===== src/rtl/pipe_hazard_ctrl_pkg.sv =====
// Shared pipeline hazard definitions: Tuse/Tnew encodings, mult/div latencies,
// MD timer state encoding and the producer bundle compared against ID sources.
package pipe_hazard_ctrl_pkg;

  localparam int unsigned REG_W = 5;
  localparam int unsigned TU_W  = 2;

  localparam logic [TU_W-1:0] TUSE_NONE = 2'd3;
  localparam logic [TU_W-1:0] TNEW_NONE = 2'd0;
  localparam logic [TU_W-1:0] TNEW_ALU  = 2'd1;
  localparam logic [TU_W-1:0] TNEW_LOAD = 2'd2;

  localparam int unsigned MULT_CYC_DEF = 5;
  localparam int unsigned DIV_CYC_DEF  = 10;
  localparam int unsigned CNT_W_DEF    = 4;

  typedef enum logic {
    MD_IDLE = 1'b0,
    MD_BUSY = 1'b1
  } md_state_t;

  // One downstream stage that may be producing a GPR value
  typedef struct packed {
    logic [REG_W-1:0] dst;
    logic             we;
    logic [TU_W-1:0]  tnew;
  } producer_t;

endpackage


===== src/rtl/md_busy_timer.sv =====
// Mult/div busy countdown: loads the unit latency on an idle start, counts down
// to zero, and flags (sticky) any start that arrives while still counting.
module md_busy_timer
  import pipe_hazard_ctrl_pkg::*;
#(
  parameter int unsigned MULT_CYC = MULT_CYC_DEF,
  parameter int unsigned DIV_CYC  = DIV_CYC_DEF,
  parameter int unsigned CNT_W    = CNT_W_DEF
) (
  input  logic clk,
  input  logic reset,
  input  logic start,
  input  logic is_div,
  output logic busy,
  output logic err
);

  md_state_t        state_q, state_d;
  logic [CNT_W-1:0] cnt_q, cnt_d;
  logic             err_q, err_d;

  always_ff @(posedge clk) begin
    if (reset) begin
      state_q <= MD_IDLE;
      cnt_q   <= '0;
      err_q   <= 1'b0;
    end else begin
      state_q <= state_d;
      cnt_q   <= cnt_d;
      err_q   <= err_d;
    end
  end

  always_comb begin
    state_d = state_q;
    cnt_d   = cnt_q;
    err_d   = err_q;
    case (state_q)
      MD_IDLE: begin
        if (start) begin
          cnt_d   = is_div ? CNT_W'(DIV_CYC) : CNT_W'(MULT_CYC);
          state_d = (cnt_d != '0) ? MD_BUSY : MD_IDLE;
        end
      end
      MD_BUSY: begin
        // A start while counting is dropped; the running countdown wins
        cnt_d = cnt_q - CNT_W'(1);
        if (cnt_q == CNT_W'(1)) state_d = MD_IDLE;
        if (start) err_d = 1'b1;
      end
    endcase
  end

  assign busy = (cnt_q != '0);
  assign err  = err_q;

endmodule


===== src/rtl/pipe_hazard_ctrl.sv =====
// Central stall/flush controller: Tuse/Tnew register hazards from EX and MEM,
// mult/div busy hazard, and a free-running stalled-cycle counter.
module pipe_hazard_ctrl
  import pipe_hazard_ctrl_pkg::*;
#(
  parameter int unsigned MULT_CYC = MULT_CYC_DEF,
  parameter int unsigned DIV_CYC  = DIV_CYC_DEF,
  parameter int unsigned CNT_W    = CNT_W_DEF
) (
  input  logic             clk,
  input  logic             reset,
  input  logic [REG_W-1:0] rs_d,
  input  logic [REG_W-1:0] rt_d,
  input  logic [TU_W-1:0]  tuse_rs_d,
  input  logic [TU_W-1:0]  tuse_rt_d,
  input  logic             md_use_d,
  input  logic [REG_W-1:0] dst_e,
  input  logic             we_e,
  input  logic [TU_W-1:0]  tnew_e,
  input  logic [REG_W-1:0] dst_m,
  input  logic             we_m,
  input  logic [TU_W-1:0]  tnew_m,
  input  logic             md_start_e,
  input  logic             md_div_e,
  output logic             stall,
  output logic             flush_e,
  output logic             md_busy,
  output logic             md_err,
  output logic [31:0]      stall_cnt
);

  producer_t prod_e, prod_m;
  logic      hz_rs, hz_rt, hz_md;

  assign prod_e = '{dst: dst_e, we: we_e, tnew: tnew_e};
  assign prod_m = '{dst: dst_m, we: we_m, tnew: tnew_m};

  // $0 never stalls; TUSE_NONE exceeds any Tnew so it drops out of the compare
  function automatic logic reg_hazard(input logic [REG_W-1:0] src,
                                      input logic [TU_W-1:0]  tuse,
                                      input producer_t        p);
    return (src != '0) && p.we && (p.dst == src) && (tuse < p.tnew);
  endfunction

  md_busy_timer #(
    .MULT_CYC (MULT_CYC),
    .DIV_CYC  (DIV_CYC),
    .CNT_W    (CNT_W)
  ) u_md_timer (
    .clk    (clk),
    .reset  (reset),
    .start  (md_start_e),
    .is_div (md_div_e),
    .busy   (md_busy),
    .err    (md_err)
  );

  always_comb begin
    hz_rs   = reg_hazard(rs_d, tuse_rs_d, prod_e) || reg_hazard(rs_d, tuse_rs_d, prod_m);
    hz_rt   = reg_hazard(rt_d, tuse_rt_d, prod_e) || reg_hazard(rt_d, tuse_rt_d, prod_m);
    hz_md   = md_use_d && (md_start_e || md_busy);
    stall   = !reset && (hz_rs || hz_rt || hz_md);
    flush_e = stall;
  end

  always_ff @(posedge clk) begin
    if (reset)      stall_cnt <= '0;
    else if (stall) stall_cnt <= stall_cnt + 32'd1;
  end

endmodule

===== config.mk =====
export PLATFORM = sky130hd
export DESIGN_NAME = pipe_hazard_ctrl
export DESIGN_NICKNAME = d
export VERILOG_FILES = /design/src/rtl/pipe_hazard_ctrl_pkg.sv /design/src/rtl/md_busy_timer.sv /design/src/rtl/pipe_hazard_ctrl.sv
export SDC_FILE = /design/constraint.sdc
export NUM_CORES = 1
export LEC_CHECK = 0
export ABC_AREA = 1
export CORE_MARGIN = 8
export CORE_UTILIZATION = 40
export CTS_CLUSTER_SIZE = 25
export DETAILED_ROUTE_END_ITERATION = 7
export PLACE_DENSITY = 0.79
export SKIP_CTS_REPAIR_TIMING = 1
export SLEW_MARGIN = 40
export SYNTH_ARGS = -nofsm -noshare
export SYNTH_HDL_FRONTEND = slang
export SYNTH_HIERARCHICAL = 1
export SYNTH_SLANG_ARGS = --single-unit

===== constraint.sdc =====
create_clock -name clk -period 5 [get_ports clk]
set_input_delay 1 -clock clk [delete_from_list [all_inputs] [get_ports clk]]
set_output_delay 1 -clock clk [all_outputs]
set_load 0.02 [all_outputs]

Word level (Yosys, flattened, before mapping)
Index checks and enable logic that the tools add are counted.
- register bits after elaboration: 38
- input port bits: 35
- output and inout bits: 36
- logic and storage cells: 49
- add/sub/neg operators: 2
- order comparisons: 4
- equality and inequality tests: 6
- mux-type cells: 7
- bitwise logic cells: 1
- reductions and logical operators: 25
- operator list (kind ; number):
    32-bit by 1-bit adder with 32-bit output, second input constant ; 1
    5-bit == test ; 4
    1-bit logical AND ; 14
    5-bit nonzero test ; 2
    2-bit < comparator ; 4
    4-bit 2-to-1 mux ; 2
    4-bit case mux with 2 select lines ; 1
    4-bit nonzero test ; 2
    1-bit logical OR ; 5
    4-bit by 1-bit == test with 1-bit output, second input constant ; 1
    4-bit by 1-bit subtractor with 4-bit output, second input constant ; 1
    1-bit 2-to-1 mux ; 3
    2-bit inequality test, second input constant ; 1
    1-bit case mux with 2 select lines ; 1
    2-bit AND reduction ; 1
    1-bit logical NOT ; 1
    1-bit inverter ; 1

Depth between registers and ports, before layout
- depth after elaboration: 8
- mapped depth: 15

Hierarchy
Netlist, hierarchy kept.
- by module, submodules not included (module ; times used ; cells each ; area each (µm²) ; seq. area each (µm²)):
    pipe_hazard_ctrl ; 1 ; 383 ; 2288.4 ; 640.6
    md_busy_timer ; 1 ; 49 ; 361.6 ; 120.1

Least setup slack after synthesis
OpenSTA, ideal clock, no wires.
- path kind: input to output
- start point: input tnew_m[1]
- end point: output stall
- arrival time: 2283 ps
- required time: 4000 ps
- path slack: 1717 ps
- stages on the path: 13
- cell sequence: inv_1 -> ha_1 -> o21ai_0 -> nand2_1 -> nor2_1 -> nand2_1 -> nand2_1 -> nand2_1 -> nand3_4 -> buf_4 -> nand2_1 -> inv_2 -> buf_4
- word-level cells in the longest chain between the ends: 6
- elaborated cells between the ends (all ways): 9
- classes of those cells: order compare: 2; reduce/logical: 7
- ends and longest elaborated chain (what ; RTL line ; text):
    start: declaration ; pipe_hazard_ctrl.sv:22 ; input logic [TU_W-1:0] tnew_m,
    2-bit < comparator ; pipe_hazard_ctrl.sv:42 ; return (src != '0) && p.we && (p.dst == src) && (tuse < p.tnew);
    1-bit logical AND ; pipe_hazard_ctrl.sv:42 ;
    1-bit logical OR, on equally long branches ; pipe_hazard_ctrl.sv:59, pipe_hazard_ctrl.sv:60 ;
    1-bit logical OR (*) (2 in a row) ; pipe_hazard_ctrl.sv:62 ; stall = !reset && (hz_rs || hz_rt || hz_md);
    1-bit logical AND (*) ; pipe_hazard_ctrl.sv:62 ;
    end: declaration ; pipe_hazard_ctrl.sv:25 ; output logic stall,
Mark *: on every way between the ends. The rest lies on a longest branch, timed or not.

Worst setup path after layout
Same ends and word-level chain as after synthesis.

==> impl_metrics.py <==
metrics = {
    "status": {
        "status": "completed",
    },
    "drt": {
        "drcViolationCount": 0,
        "totalWireLength_mm": 6.86,
        "avgRoutedWirePerCell_um": 11.9,
        "final_antenna_net_count": 0,
        "drtIter0Drc": 133,
        "avgViaCountPerCell": 4.83,
        "dr.pass1.iters": 4,
        "num_vias": 2794,
    },
    "layout": {
        "antennaDiodeCount": 0,
        "fill_cells": 614,
        "syn2layout_area_growth_pct": 33.2,
        "multiInputGateArea_sq_um": 1580,
        "regArea_sq_um": 761,
        "nets": 543,
        "final_cell_mix": "nand2_1, clkdlybuf4s50_1, nor2_1, inv_1, nand3_1",
        "layout_commonest_cell": "nand2_1",
        "drive_gt1_frac": 0.0898,
    },
    "placed_design": {
        "routabilityCongestion": 0.919,
        "dp_slack_ns": 0.868,
        "hpwlAfterDp_mm": 5.27,
        "port-buffer-count": 70,
    },
    "global_routing": {
        "antenna_found_initial": 0,
        "grt_pass1_wl_mm": 11.8,
        "grt-ovfl-total": 0,
        "grt_pass1_vias": 2651,
        "grt_use_total": 0.142,
        "grt_max_degree": 64,
    },
    "critical_path": {
        "critPathSlowestCell": "clkdlybuf4s50_1",
        "crit_path_frequent_cell": "nand2_1",
        "r2r_slack_ns": 2.97,
        "critPathMaxFanout": 2,
        "reg2regPathDepth": 9,
        "worstPathArrival_ns": 3.15,
        "critPathCaptureType": "output port",
        "max_stage_delay_ns": 0.60,
        "start_kind": "input pin",
        "cp.required_ns": 4.00,
        "cp.depth": 13,
        "critPathKind": "in2out",
        "crit_buf_inv": 4,
        "cpLargestDelayFamily": "buffers and inverters",
        "path_cells": "clkdlybuf4s50_1, inv_1, ha_1, o21ai_0, nand2_1, nor2_1, nand2_1, nand2_1, nand2_1, nand3_4, nand2_1, inv_2, clkdlybuf4s50_1",
    },
    "logic_synthesis": {
        "syn_area_sq_um": 2650,
        "synth_warnings": 6,
        "synth_edf_count": 0,
        "synth_area_per_cell_sq_um": 6.13,
        "syn_nets": 475,
        "synthDistinctLibCells": 30,
        "synth_ff_type": "dfxtp_1",
        "async_flop_share": 0,
        "synthCells": 432,
        "ys_seq_area_frac": 0.287,
        "ys_seq_elements": 38,
    },
    "sta": {
        "fmax_mhz": 241,
        "rsz0062_at_grt": "false",
        "period_share": 0.830,
        "finalHoldViolCount": 0,
        "setup_tns_ns": 0,
        "finalCriticalPeriod_ns": 4.15,
        "tightest_slew_ns": 0.594,
        "relSlewSlack": 0.604,
        "setup_violations": 0,
        "finalWorstSetupSlack_ns": 0.849,
        "slew_violations": 0,
        "holdWs_ns": 0.472,
        "skew_ns": 0.00908,
    },
    "floorplanning": {
        "ioPinCount": 71,
        "start_util": 0.415,
        "rows": 29,
        "coreArea_sq_um": 6390,
        "die_w_um": 97.4,
        "fp.dieH_um": 97.4,
        "dieArea_sq_um": 9490,
    },
    "pwr": {
        "p_per_area_nw_per_um2": 224,
        "vdd_drop_max_v": 0.000206,
        "p_leak_nw": 1.55,
    },
    "min_path": {
        "worstHoldPathCells": 2,
        "hold_class": "reg2reg",
    },
    "cts": {
        "cts_made_buffers": 5,
        "clk_pin_slew_ns": 0.07,
        "cts_root_buf": "clkbuf_8",
        "clk-insertion-delay-late_ns": 0.29,
        "htreeDepth": 2,
        "clock-sinks": 38,
        "clock_path_buffers": 2,
        "cts_tree": "done",
    },
    "run": {
        "cap_viol_max_count": 0,
    },
}
## cell type report
type                    instances  share of cell area
repair buffers                 72               0.203
clock inverters                 2              0.0170
well taps                      77              0.0273
clock buffers                   6              0.0234
multi-input cells             320               0.447
flip-flops and latches         38               0.216
inverters                      63              0.0670
## synthesized netlist by cell type (all sizes together) (2+ instances only)
cell type,number,share of area
nand3,44,0.098
dfxtp,38,0.29
nand4,2,0.0047
ha,8,0.038
nor4,2,0.0047
o21ai,7,0.013
nor2,78,0.13
inv,61,0.086
nor3,7,0.019
xor2,3,0.0099
a21oi,35,0.068
clkinv,2,0.0028
xnor2,2,0.0066
nand2,128,0.19
o211ai,2,0.0057
buf,11,0.028
## where the power goes
group	total, mW	switching, mW	internal [mW]
clock	0.324	0.111	0.213
combinational	0.149	0.0834	0.0653
sequential	0.317	0.00821	0.309
## per-layer routing
metal | vias up | GRT usage | share of wire
met4 | 0 | 0.0361 | 0.010
li1 | 1483 | - | -
met1 | 1263 | 0.158 | 0.44
met3 | 5 | 0.0299 | 0.037
met2 | 43 | 0.263 | 0.51
met5 | - | 0 | 0
## kinds of logic after synthesis
group | after synthesis | synth area share
xor gates and xnor gates | 5 | 0.0165
AOI/OAI and AO/OA | 46 | 0.0916
adders and majority gates | 8 | 0.0378
DFF | 38 | 0.287
and+or+nand+nor | 261 | 0.449
buffers and inverters | 74 | 0.118
## flip-flops by register name (all words and copies together), names as in the netlist
signal / cells
u_md_timer/state_q: 1
stall_cnt: 32
u_md_timer/cnt_q: 4
u_md_timer/err: 1
## worst reg2reg max path: cells and delay by family (launching register included)
family	cells	cell delay, ns
adder cells (fa/ha/maj)	1	0.23
flip-flops	1	0.34
AND/OR/NAND/NOR	5	0.56
AO/OA/AOI/OAI	1	0.20
buffers and inverters	2	0.59
## worst paths after layout
check / start / endpoint
setup / recovery: tnew_m[1] / stall
hold / removal: u_md_timer/err / u_md_timer/err
setup reg to reg: u_md_timer/cnt_q[0] / stall_cnt[24]
hold reg to reg: u_md_timer/err / u_md_timer/err
## metrics by stage
step / area [sq um] / cells / utilization / total power, mW
after global routing: 3530 / 578 / 0.553 / 0.825
after detailed placement: 3390 / 570 / 0.530 / 0.472
final: 3530 / 578 / 0.553 / 0.789
after global placement: 3390 / 570 / 0.530 / 0.467
after CTS: 3530 / 578 / 0.553 / 0.796
after floorplan: 2650 / 432 / - / 0.416
(Power assumes the default switching activity.)
